===== src/rtl/axon_delay_scheduler_if.sv =====
// rtl/axon_delay_scheduler_if.sv - spike, config, drop and output handshake bundle for axon_delay_scheduler
//   spike_in   : per-channel spike pulse
//   cfg_*      : delay register write port (we / addr / delay)
//   out_*      : matured spike output, valid/ready handshake with channel id
//   chan_busy  : channel holds an in-flight spike
//   drop_*     : sticky dropped-spike flags and their clear strobe
interface axon_delay_scheduler_if #(
    parameter int N_CH = 4,
    parameter int DW   = 6
);
    localparam int AW = $clog2(N_CH);

    logic [N_CH-1:0] spike_in;
    logic            cfg_we;
    logic [AW-1:0]   cfg_addr;
    logic [DW-1:0]   cfg_delay;
    logic            out_valid;
    logic [AW-1:0]   out_id;
    logic            out_ready;
    logic [N_CH-1:0] chan_busy;
    logic [N_CH-1:0] drop_flags;
    logic            drop_clr;

    modport master (
        output spike_in, cfg_we, cfg_addr, cfg_delay, out_ready, drop_clr,
        input  out_valid, out_id, chan_busy, drop_flags
    );

    modport slave (
        input  spike_in, cfg_we, cfg_addr, cfg_delay, out_ready, drop_clr,
        output out_valid, out_id, chan_busy, drop_flags
    );
endinterface


===== src/rtl/axon_delay_scheduler.sv =====
// rtl/axon_delay_scheduler.sv - per-channel axonal delay countdown with round-robin output arbitration
//   i_clock   : system clock, rising edge
//   i_reset_n : synchronous active-low reset
//   io_bus    : axon_delay_scheduler_if slave (spikes in, config writes, matured spike out, status)
module axon_delay_scheduler #(
    parameter int              N_CH          = 4,
    parameter int              DW            = 6,
    parameter logic [DW-1:0]   DEFAULT_DELAY = DW'(8)
) (
    input  logic                   i_clock,
    input  logic                   i_reset_n,
    axon_delay_scheduler_if.slave  io_bus
);
    localparam int AW = $clog2(N_CH);

    typedef enum logic [1:0] {
        ST_IDLE  = 2'd0,
        ST_COUNT = 2'd1,
        ST_READY = 2'd2
    } ch_state_t;

    ch_state_t       r_state    [N_CH];
    ch_state_t       w_state_nxt[N_CH];
    logic [DW-1:0]   r_cnt      [N_CH];
    logic [DW-1:0]   w_cnt_nxt  [N_CH];
    logic [DW-1:0]   r_delay    [N_CH];

    logic            r_out_valid, w_out_valid_nxt;
    logic [AW-1:0]   r_out_id,    w_out_id_nxt;
    logic [AW-1:0]   r_ptr,       w_ptr_nxt;
    logic [N_CH-1:0] r_drop,      w_drop_nxt;
    logic [N_CH-1:0] w_busy;
    logic [N_CH-1:0] w_drop_set;

    logic            w_free;
    logic            w_grant_vld;
    logic [AW-1:0]   w_grant;

    // The output register can take a new spike when it is empty or being drained this edge.
    always_comb begin
        w_free      = !r_out_valid || io_bus.out_ready;
        w_grant_vld = 1'b0;
        w_grant     = '0;
        for (int k = 0; k < N_CH; k++) begin
            int idx;
            idx = int'(r_ptr) + k;
            if (idx >= N_CH) begin
                idx = idx - N_CH;
            end
            if (!w_grant_vld && r_state[idx] == ST_READY) begin
                w_grant_vld = 1'b1;
                w_grant     = AW'(idx);
            end
        end
    end

    always_comb begin
        for (int i = 0; i < N_CH; i++) begin
            w_state_nxt[i] = r_state[i];
            w_cnt_nxt[i]   = r_cnt[i];
            w_busy[i]      = (r_state[i] != ST_IDLE);
            // A spike can only be taken in IDLE; anywhere else it is lost and flagged.
            w_drop_set[i]  = io_bus.spike_in[i] && w_busy[i];
            case (r_state[i])
                ST_IDLE: begin
                    if (io_bus.spike_in[i]) begin
                        w_state_nxt[i] = ST_COUNT;
                        // Delay is snapshotted here, so later config writes leave this spike alone.
                        w_cnt_nxt[i]   = (r_delay[i] == '0) ? DW'(1) : r_delay[i];
                    end
                end
                ST_COUNT: begin
                    if (r_cnt[i] == DW'(1)) begin
                        w_state_nxt[i] = ST_READY;
                        w_cnt_nxt[i]   = '0;
                    end else begin
                        w_cnt_nxt[i]   = r_cnt[i] - DW'(1);
                    end
                end
                ST_READY: begin
                    if (w_free && w_grant_vld && w_grant == AW'(i)) begin
                        w_state_nxt[i] = ST_IDLE;
                    end
                end
                default: begin
                    w_state_nxt[i] = ST_IDLE;
                    w_cnt_nxt[i]   = '0;
                end
            endcase
        end
    end

    always_comb begin
        w_out_valid_nxt = r_out_valid;
        w_out_id_nxt    = r_out_id;
        w_ptr_nxt       = r_ptr;
        // Set beats clear on the same bit.
        w_drop_nxt      = (io_bus.drop_clr ? '0 : r_drop) | w_drop_set;
        if (w_free) begin
            if (w_grant_vld) begin
                w_out_valid_nxt = 1'b1;
                w_out_id_nxt    = w_grant;
                w_ptr_nxt       = (w_grant == AW'(N_CH - 1)) ? '0 : w_grant + AW'(1);
            end else begin
                w_out_valid_nxt = 1'b0;
            end
        end
    end

    always_ff @(posedge i_clock) begin
        if (!i_reset_n) begin
            for (int i = 0; i < N_CH; i++) begin
                r_state[i] <= ST_IDLE;
                r_cnt[i]   <= '0;
                r_delay[i] <= DEFAULT_DELAY;
            end
            r_out_valid <= 1'b0;
            r_out_id    <= '0;
            r_ptr       <= '0;
            r_drop      <= '0;
        end else begin
            for (int i = 0; i < N_CH; i++) begin
                r_state[i] <= w_state_nxt[i];
                r_cnt[i]   <= w_cnt_nxt[i];
            end
            if (io_bus.cfg_we && int'(io_bus.cfg_addr) < N_CH) begin
                r_delay[io_bus.cfg_addr] <= io_bus.cfg_delay;
            end
            r_out_valid <= w_out_valid_nxt;
            r_out_id    <= w_out_id_nxt;
            r_ptr       <= w_ptr_nxt;
            r_drop      <= w_drop_nxt;
        end
    end

    assign io_bus.out_valid  = r_out_valid;
    assign io_bus.out_id     = r_out_id;
    assign io_bus.chan_busy  = w_busy;
    assign io_bus.drop_flags = r_drop;
endmodule


===== src/flat_wrapper.sv =====
// flat-port wrapper written by rule: the top's interface ports become plain ports
module axon_delay_scheduler_flat 
#(
    parameter int              N_CH          = 4,
    parameter int              DW            = 6,
    parameter logic [DW-1:0]   DEFAULT_DELAY = DW'(8)
)
  (i_clock, i_reset_n, io_bus_spike_in, io_bus_cfg_we, io_bus_cfg_addr, io_bus_cfg_delay, io_bus_out_ready, io_bus_drop_clr, io_bus_out_valid, io_bus_out_id, io_bus_chan_busy, io_bus_drop_flags);
  axon_delay_scheduler_if #(.N_CH(N_CH), .DW(DW)) io_bus_i ();
  input  logic i_clock;
  input  logic i_reset_n;
  input wire logic [$bits(io_bus_i.spike_in)-1:0] io_bus_spike_in;
  input wire logic [$bits(io_bus_i.cfg_we)-1:0] io_bus_cfg_we;
  input wire logic [$bits(io_bus_i.cfg_addr)-1:0] io_bus_cfg_addr;
  input wire logic [$bits(io_bus_i.cfg_delay)-1:0] io_bus_cfg_delay;
  input wire logic [$bits(io_bus_i.out_ready)-1:0] io_bus_out_ready;
  input wire logic [$bits(io_bus_i.drop_clr)-1:0] io_bus_drop_clr;
  output wire logic [$bits(io_bus_i.out_valid)-1:0] io_bus_out_valid;
  output wire logic [$bits(io_bus_i.out_id)-1:0] io_bus_out_id;
  output wire logic [$bits(io_bus_i.chan_busy)-1:0] io_bus_chan_busy;
  output wire logic [$bits(io_bus_i.drop_flags)-1:0] io_bus_drop_flags;
  assign io_bus_i.spike_in = io_bus_spike_in;
  assign io_bus_i.cfg_we = io_bus_cfg_we;
  assign io_bus_i.cfg_addr = io_bus_cfg_addr;
  assign io_bus_i.cfg_delay = io_bus_cfg_delay;
  assign io_bus_i.out_ready = io_bus_out_ready;
  assign io_bus_i.drop_clr = io_bus_drop_clr;
  assign io_bus_out_valid = io_bus_i.out_valid;
  assign io_bus_out_id = io_bus_i.out_id;
  assign io_bus_chan_busy = io_bus_i.chan_busy;
  assign io_bus_drop_flags = io_bus_i.drop_flags;
  axon_delay_scheduler #(.N_CH(N_CH), .DW(DW), .DEFAULT_DELAY(DEFAULT_DELAY)) u_core (.i_clock(i_clock), .i_reset_n(i_reset_n), .io_bus(io_bus_i));
endmodule

===== config.mk =====
export PLATFORM = sky130hd
export DESIGN_NAME = axon_delay_scheduler_flat
export DESIGN_NICKNAME = d
export VERILOG_FILES = /design/src/rtl/axon_delay_scheduler_if.sv /design/src/rtl/axon_delay_scheduler.sv /design/src/flat_wrapper.sv
export SDC_FILE = /design/constraint.sdc
export NUM_CORES = 1
export LEC_CHECK = 0
export BUFFER_PORTS_ARGS = -buffer_cell sky130_fd_sc_hd__buf_2
export CORE_ASPECT_RATIO = 0.7
export CORE_MARGIN = 1.5
export CORE_UTILIZATION = 59
export CTS_CLUSTER_DIAMETER = 50
export DETAILED_ROUTE_END_ITERATION = 10
export PLACE_DENSITY_LB_ADDON = 0.05
export SLEW_MARGIN = 20
export SYNTH_ARGS = -nofsm -noshare
export SYNTH_HDL_FRONTEND = slang
export SYNTH_SLANG_ARGS = --single-unit

===== constraint.sdc =====
create_clock -name i_clock -period 4.8 [get_ports i_clock]
set_input_delay 0.96 -clock i_clock [delete_from_list [all_inputs] [get_ports i_clock]]
set_output_delay 0.96 -clock i_clock [all_outputs]
set_load 0.02 [all_outputs]

## After elaboration in Yosys (flattened, before gate mapping)

Memory sizes are Yosys's and may differ from the RTL's.
Index checks and enable logic that the tools add are counted.

- Bits in registers: 9
- RAM bits: 56
- Output and inout bits: 11
- Logic and storage cells: 146
- Memories: 3

Memories:

| memory | depth | width | rd ports | clocked after Yosys merged registers in | wr ports | line | RTL |
|---|---|---|---|---|---|---|---|
| u_core.r_cnt | 4 | 6 | 4 | 0 | 4 | axon_delay_scheduler.sv:24 | `logic [DW-1:0] r_cnt [N_CH];` |
| u_core.r_delay | 4 | 6 | 4 | 0 | 4 | axon_delay_scheduler.sv:26 | `logic [DW-1:0] r_delay [N_CH];` |
| u_core.r_state | 4 | 2 | 8 | 0 | 4 | axon_delay_scheduler.sv:22 | `ch_state_t r_state [N_CH];` |

- Add/sub/neg operators: 12
- Magnitude comparators: 4
- Equal/unequal tests: 19
- Mux-type cells: 63
- Bitwise operators: 9
- Reductions and logical operators: 32

Operator list:

| operator | count |
|---|---|
| 2-to-1 mux 6 bit | 17 |
| one-hot mux 6 bit (3 select lines) | 4 |
| 2-to-1 mux 2 bit | 26 |
| == test 6 x 1 -> 1 bit (second input constant) | 4 |
| zero test 6 bit | 4 |
| one-hot mux 2 bit (3 select lines) | 4 |
| subtractor 6 x 1 -> 6 bit (second input constant) | 4 |
| == test 2 bit (second input constant) | 10 |
| logical AND 1 bit | 12 |
| 2-to-1 mux 1 bit | 11 |
| == test 2 x 1 -> 1 bit (second input constant) | 5 |
| zero test 2 bit | 5 |
| greater-or-equal comparator 3 bit (second input constant) | 3 |
| OR 1 bit | 8 |
| nonzero test 2 bit | 4 |
| subtractor 2 x 1 -> 2 bit (second input constant) | 4 |
| adder 2 x 2 -> 3 bit (second input constant) | 2 |
| OR reduction 6 bit | 1 |
| zero test 1 bit | 4 |
| 2-to-1 mux 4 bit | 1 |
| OR 4 bit | 1 |
| adder 2 x 1 -> 3 bit (second input constant) | 1 |
| greater-or-equal comparator 2 x 3 -> 1 bit (second input constant) | 1 |
| adder 2 x 1 -> 2 bit (second input constant) | 1 |
| 2 further kinds | 2 |

## Depth between registers and ports, before layout

An unclocked memory read counts as a cell.

- Depth in word-level cells: 19
- Gate-level depth with buffers: 11
- Gate-level depth less buffers: 10

## Worst setup path after synthesis

Ideal clock, no wire load.

- Path kind: register to register
- From: register u_core.r_ptr[1]
- To: memory u_core.r_state[3][1] (netlist bit)
- Arrival time: 2.271 ns
- Setup slack: 2.412 ns
- Stages on the path, launching flop included: 9
- Period minus slack after synthesis: 2.388 ns
- Cell sequence: dfxtp_1 > buf_6 > inv_1 > mux4_1 > or4_1 > a31oi_2 > ha_1 > o211ai_1 > a32o_1

RTL lines:

| element | line | RTL |
|---|---|---|
| start: declaration | axon_delay_scheduler.sv:30 | `logic [AW-1:0] r_ptr, w_ptr_nxt;` |
| start signal: assignment | axon_delay_scheduler.sv:131 | `r_ptr <= w_ptr_nxt;` |
| end: declaration | axon_delay_scheduler.sv:22 |  |

==> summary by stage <==
Outcome
The flow ran to the end, and the final reports show no timing, DRC or antenna violations.

Critical path
The class of the most critical setup path is reg2reg. The critical-path maximum fanout is 13. The arrival time at the worst endpoint is around 3000 ps.

The highest cell delay on the worst timing path is 550 ps. The signal on the critical path passes through nor2b_1 > mux4_2 > or4_1 > a31oi_2 > ha_1 > o211ai_1 > a32o_1. The type of element capturing the critical path is a flip-flop. In this run the worst setup path begins at u_core.r_state[2][0]$_SDFFE_PN0P_.

The category of cells accounting for the largest share of critical-path delay is simple AND/OR/NAND/NOR gates. STA classifies the critical path startpoint as a flip-flop. The required time of the critical path is between 5000 and 6000 ps. The buffers plus inverters on the worst setup path is 0.

Among all stages on the critical path, the largest delay is contributed by sky130_fd_sc_hd__dfxtp_1. The startpoint of the worst-slack reg-to-reg timing path is u_core.r_state[2][0]$_SDFFE_PN0P_.

Placement
The HPWL after detailed placement is ~5400 µm. The instance area at placement is approximately 3800 µm². The last weighted congestion value of the routability-driven placer is roughly 0.92.

The number of port buffers is 27. In this run, placement finished with an instance count of 479.

STA
The post-layout minimum cycle time is 2763 ps. The worst hold-check slack is between 400 and 500 ps. The clock arrives with between 7 and 8 ps of skew.

Setup repair after global routing left no endpoint under its margin. Summed over all failing endpoints, the final setup total negative slack is 0 ps. For this run, the top clock speed supported by timing is 361.9 MHz. The final-report hold violation count is 0. Setup violations remaining at the end of the flow were counted as 0. The number of slew-limit violations in the final report is 0.

The slew of the pin with the lowest slew margin is between 600 and 700 ps. The final cycle utilization of the critical path is 0.5756. The worst slew margin relative to its limit is 0.5759.

Clock network
After clock tree synthesis, the repair step resized 0 gates. The CTS clock-pin slew for the worst setup and hold paths is ~70 ps. The clock tree root driver cell is sky130_fd_sc_hd__clkbuf_8. The maximum root-to-sink buffer count is 2.

Clock tree synthesis inserted a total of 9 buffers. The level count of the clock H-tree is 3. Hold repair after CTS inserted 0 buffers. Counting every sink on the clock net gives 67.

TritonCTS built the clock tree. Post-CTS timing repair inserted 0 buffers for setup. The clock reaches the later pin of the worst-skew pair after 340 ps.

Finish
The final antenna diode count is 0. In the final layout, the multi-input gates occupy 1939 µm². After routing the design area is just over 4000 µm². The number of cells in the finished layout apart from fillers is roughly 500. Across the whole layout, storage elements account for between 1500 and 2000 µm². Counting the fill cells in the layout gives 493. The area growth from synthesis to layout is 10.45%. In the final layout, the share of cells above drive strength 1 is 0.1238. At the end of the flow, the number of nets in the layout was 444.

Drt
After the first detailed-routing iteration, the DRC count stood at ~160. In this run the remaining antenna-violating nets after routing total 0. The overall via count from detail_route is 2838. The vias per cell is ~5.7.

The pre-antenna-repair detailed-routing pass consisted of 5 iterations. The number of remaining DRC errors is 0. The total wire length is 7371 µm.

After detailed routing, the average wire length per cell comes to 14.89 µm.

Yosys
The post-synthesis area per instance is about 9.3 µm². By area, the combinational part of the netlist is dominated by simple AND/OR/NAND/NOR gates. The number of different library cells in the post-synthesis netlist is 51. The xor/xnor cell area share of the yosys netlist is 0.03108. Of the total synthesized cell area, the portion taken by AND, OR, NAND and NOR gates is 0.2633. The complex-gate fraction of the synthesized area came to 0.1359. For this run, the register share of the synthesized area comes to 0.4317. Measured against the total synthesized area, the mux share comes to 0.05806. After synthesis the netlist holds a flip-flop and latch count of between 60 and 70. The synthesized netlist net count is approximately 420.

Of the total synthesized cell area, the portion taken by full adders, half adders and majority gates is 0.04098. Summing every instance area after synthesis gives approximately 3700 µm². Synthesis produced a netlist whose cell count is 393. The total number of yosys warnings is 0.

Pwr
The leakage component of the power is approximately 1.6 nW. The worst-case IR drop observed on VDD is 222.4 µV. The power density over cell area is around 410 nW/µm².

Hold path
The launch instance of the worst min-delay path is u_core.io_bus.out_id[0]$_SDFFE_PN0P_. The worst hold path belongs to the class reg2reg.

Global route
For this run, the total global-route usage over all layers was measured as 0.2388. The largest net degree at the start of global routing is 55. The initial antenna violation count is 0. The number of global-route vias before repair is 2511.

The global-route wire length before repair is 12150 µm. The total congestion overflow is 0.

Floorplanning
The core footprint is between 5000 and 6000 µm². From left edge to right edge, the die measures between 90 and 100 µm. The initial core utilization is 0.6240. The die is roughly 69 µm tall. The placement row count is 23. The die covers between 6000 and 7000 µm². The count of pins on the block boundary is 28.

Job
The tool flagged a number of max-cap violations equal to 0.
-- registers in the layout (all words and copies together), names as in the netlist, named ones only --
name                      cells
u_core.r_ptr                  2
u_core.r_delay               24
u_core.io_bus.out_id          2
u_core.r_cnt                 24
u_core.r_state                8
u_core.io_bus.drop_flags      4
u_core.io_bus.out_valid       1
-- cell usage after synthesis, drive strengths merged --
library cell	count	share of area
o2111ai	1	0.0024
dfxtp	43	0.23
nand2b	20	0.035
nor3	16	0.022
nor3b	6	0.012
mux2i	13	0.036
clkbuf	16	0.016
o21ai	15	0.024
o22a	1	0.0024
nor4	1	0.0017
or3	1	0.0017
a31oi	7	0.014
o21a	1	0.0020
xnor2	4	0.0096
nor2b	12	0.023
o211ai	5	0.010
inv	19	0.019
nor2	22	0.023
o22ai	16	0.027
or4	1	0.0020
ha	12	0.041
edfxtp	24	0.20
and3	6	0.010
mux2	1	0.0031
a221oi	2	0.0048
or2	5	0.0085
nor4bb	1	0.0027
nand3	4	0.0055
o221ai	1	0.0024
nand2	32	0.033
nand3b	4	0.0082
xor2	9	0.022
a32o	1	0.0027
o32ai	3	0.0072
a21boi	8	0.016
a32oi	2	0.0048
mux4	3	0.019
a2bb2oi	1	0.0024
a21oi	10	0.014
and2b	5	0.010
and2	37	0.063
or3b	1	0.0024
buf	1	0.0031
-- stage by stage --
stage / total power [W] / util / worst slack, ps
finish: 0.001659 / 0.6893 / 2037
global route: 0.001755 / 0.6893 / 1864
CTS: 0.001664 / 0.6893 / 2074
detailed placement: 0.001156 / 0.6522 / 1978
global placement: 0.001152 / 0.6522 / 2080
floorplan: 0.001057 / - / 2412
-- worst register-to-register path, cell delays in order (launching register included) --
cell and delay, ps:
sky130_fd_sc_hd__dfxtp_1 550, sky130_fd_sc_hd__nor2b_1 170, sky130_fd_sc_hd__mux4_2 520, sky130_fd_sc_hd__or4_1 540, sky130_fd_sc_hd__a31oi_2 310, sky130_fd_sc_hd__ha_1 210
sky130_fd_sc_hd__o211ai_1 80, sky130_fd_sc_hd__a32o_1 270
-- report_power, final --
part	internal [W]	total [W]	switching (W)
clock network	0.000304	0.000508	0.000204
registers	0.000659	0.000742	0.0000831
logic	0.000187	0.000408	0.000221
-- layer usage --
layer	GRT usage	routed length, µm	vias up
met5	0	0	-
met4	0.07609	102	0
met3	0.07359	512	11
met2	0.3435	2990	95
met1	0.3433	3765	1297
li1	-	-	1435
-- final cells by class --
type | instances | share of cell area
repair buffers | 28 | 0.03525
inverters | 19 | 0.01763
multi-input cells | 290 | 0.4793
well taps | 75 | 0.02319
clock inverters | 5 | 0.01886
clock buffers | 11 | 0.03494
flip-flops and latches | 67 | 0.3908
-- cells in the final DEF (no fill, tap or decap), drive strengths merged, types with 11 or more instances in the layout --
cell type  instances
and2              37
o22ai             16
nor3              16
nand2             32
nor2              22
dfxtp             43
edfxtp            24
inv               19
o21ai             15
mux2i             13
nand2b            20
buf               28
ha                12
clkbuf            11
nor2b             12
-- worst paths after layout --
kind	slack [ps]	end	cells past startpoint
worst max-delay path	2040	u_core.r_state[3][1]$_SDFFE_PN0P_	7
worst max register to register	2040	u_core.r_state[3][1]$_SDFFE_PN0P_	7
worst min register to register	470	u_core.io_bus.out_id[0]$_SDFFE_PN0P_	2
worst min-delay path	470	u_core.io_bus.out_id[0]$_SDFFE_PN0P_	2
-- logic make-up after synthesis --
family	Yosys count
adders and majority gates	12
and+or+nand+nor	174
xor gates and xnor gates	13
DFF	67
buffers and inverters	36
muxes	17
AOI/OAI and AO/OA	74
(Power assumes the default switching activity.)
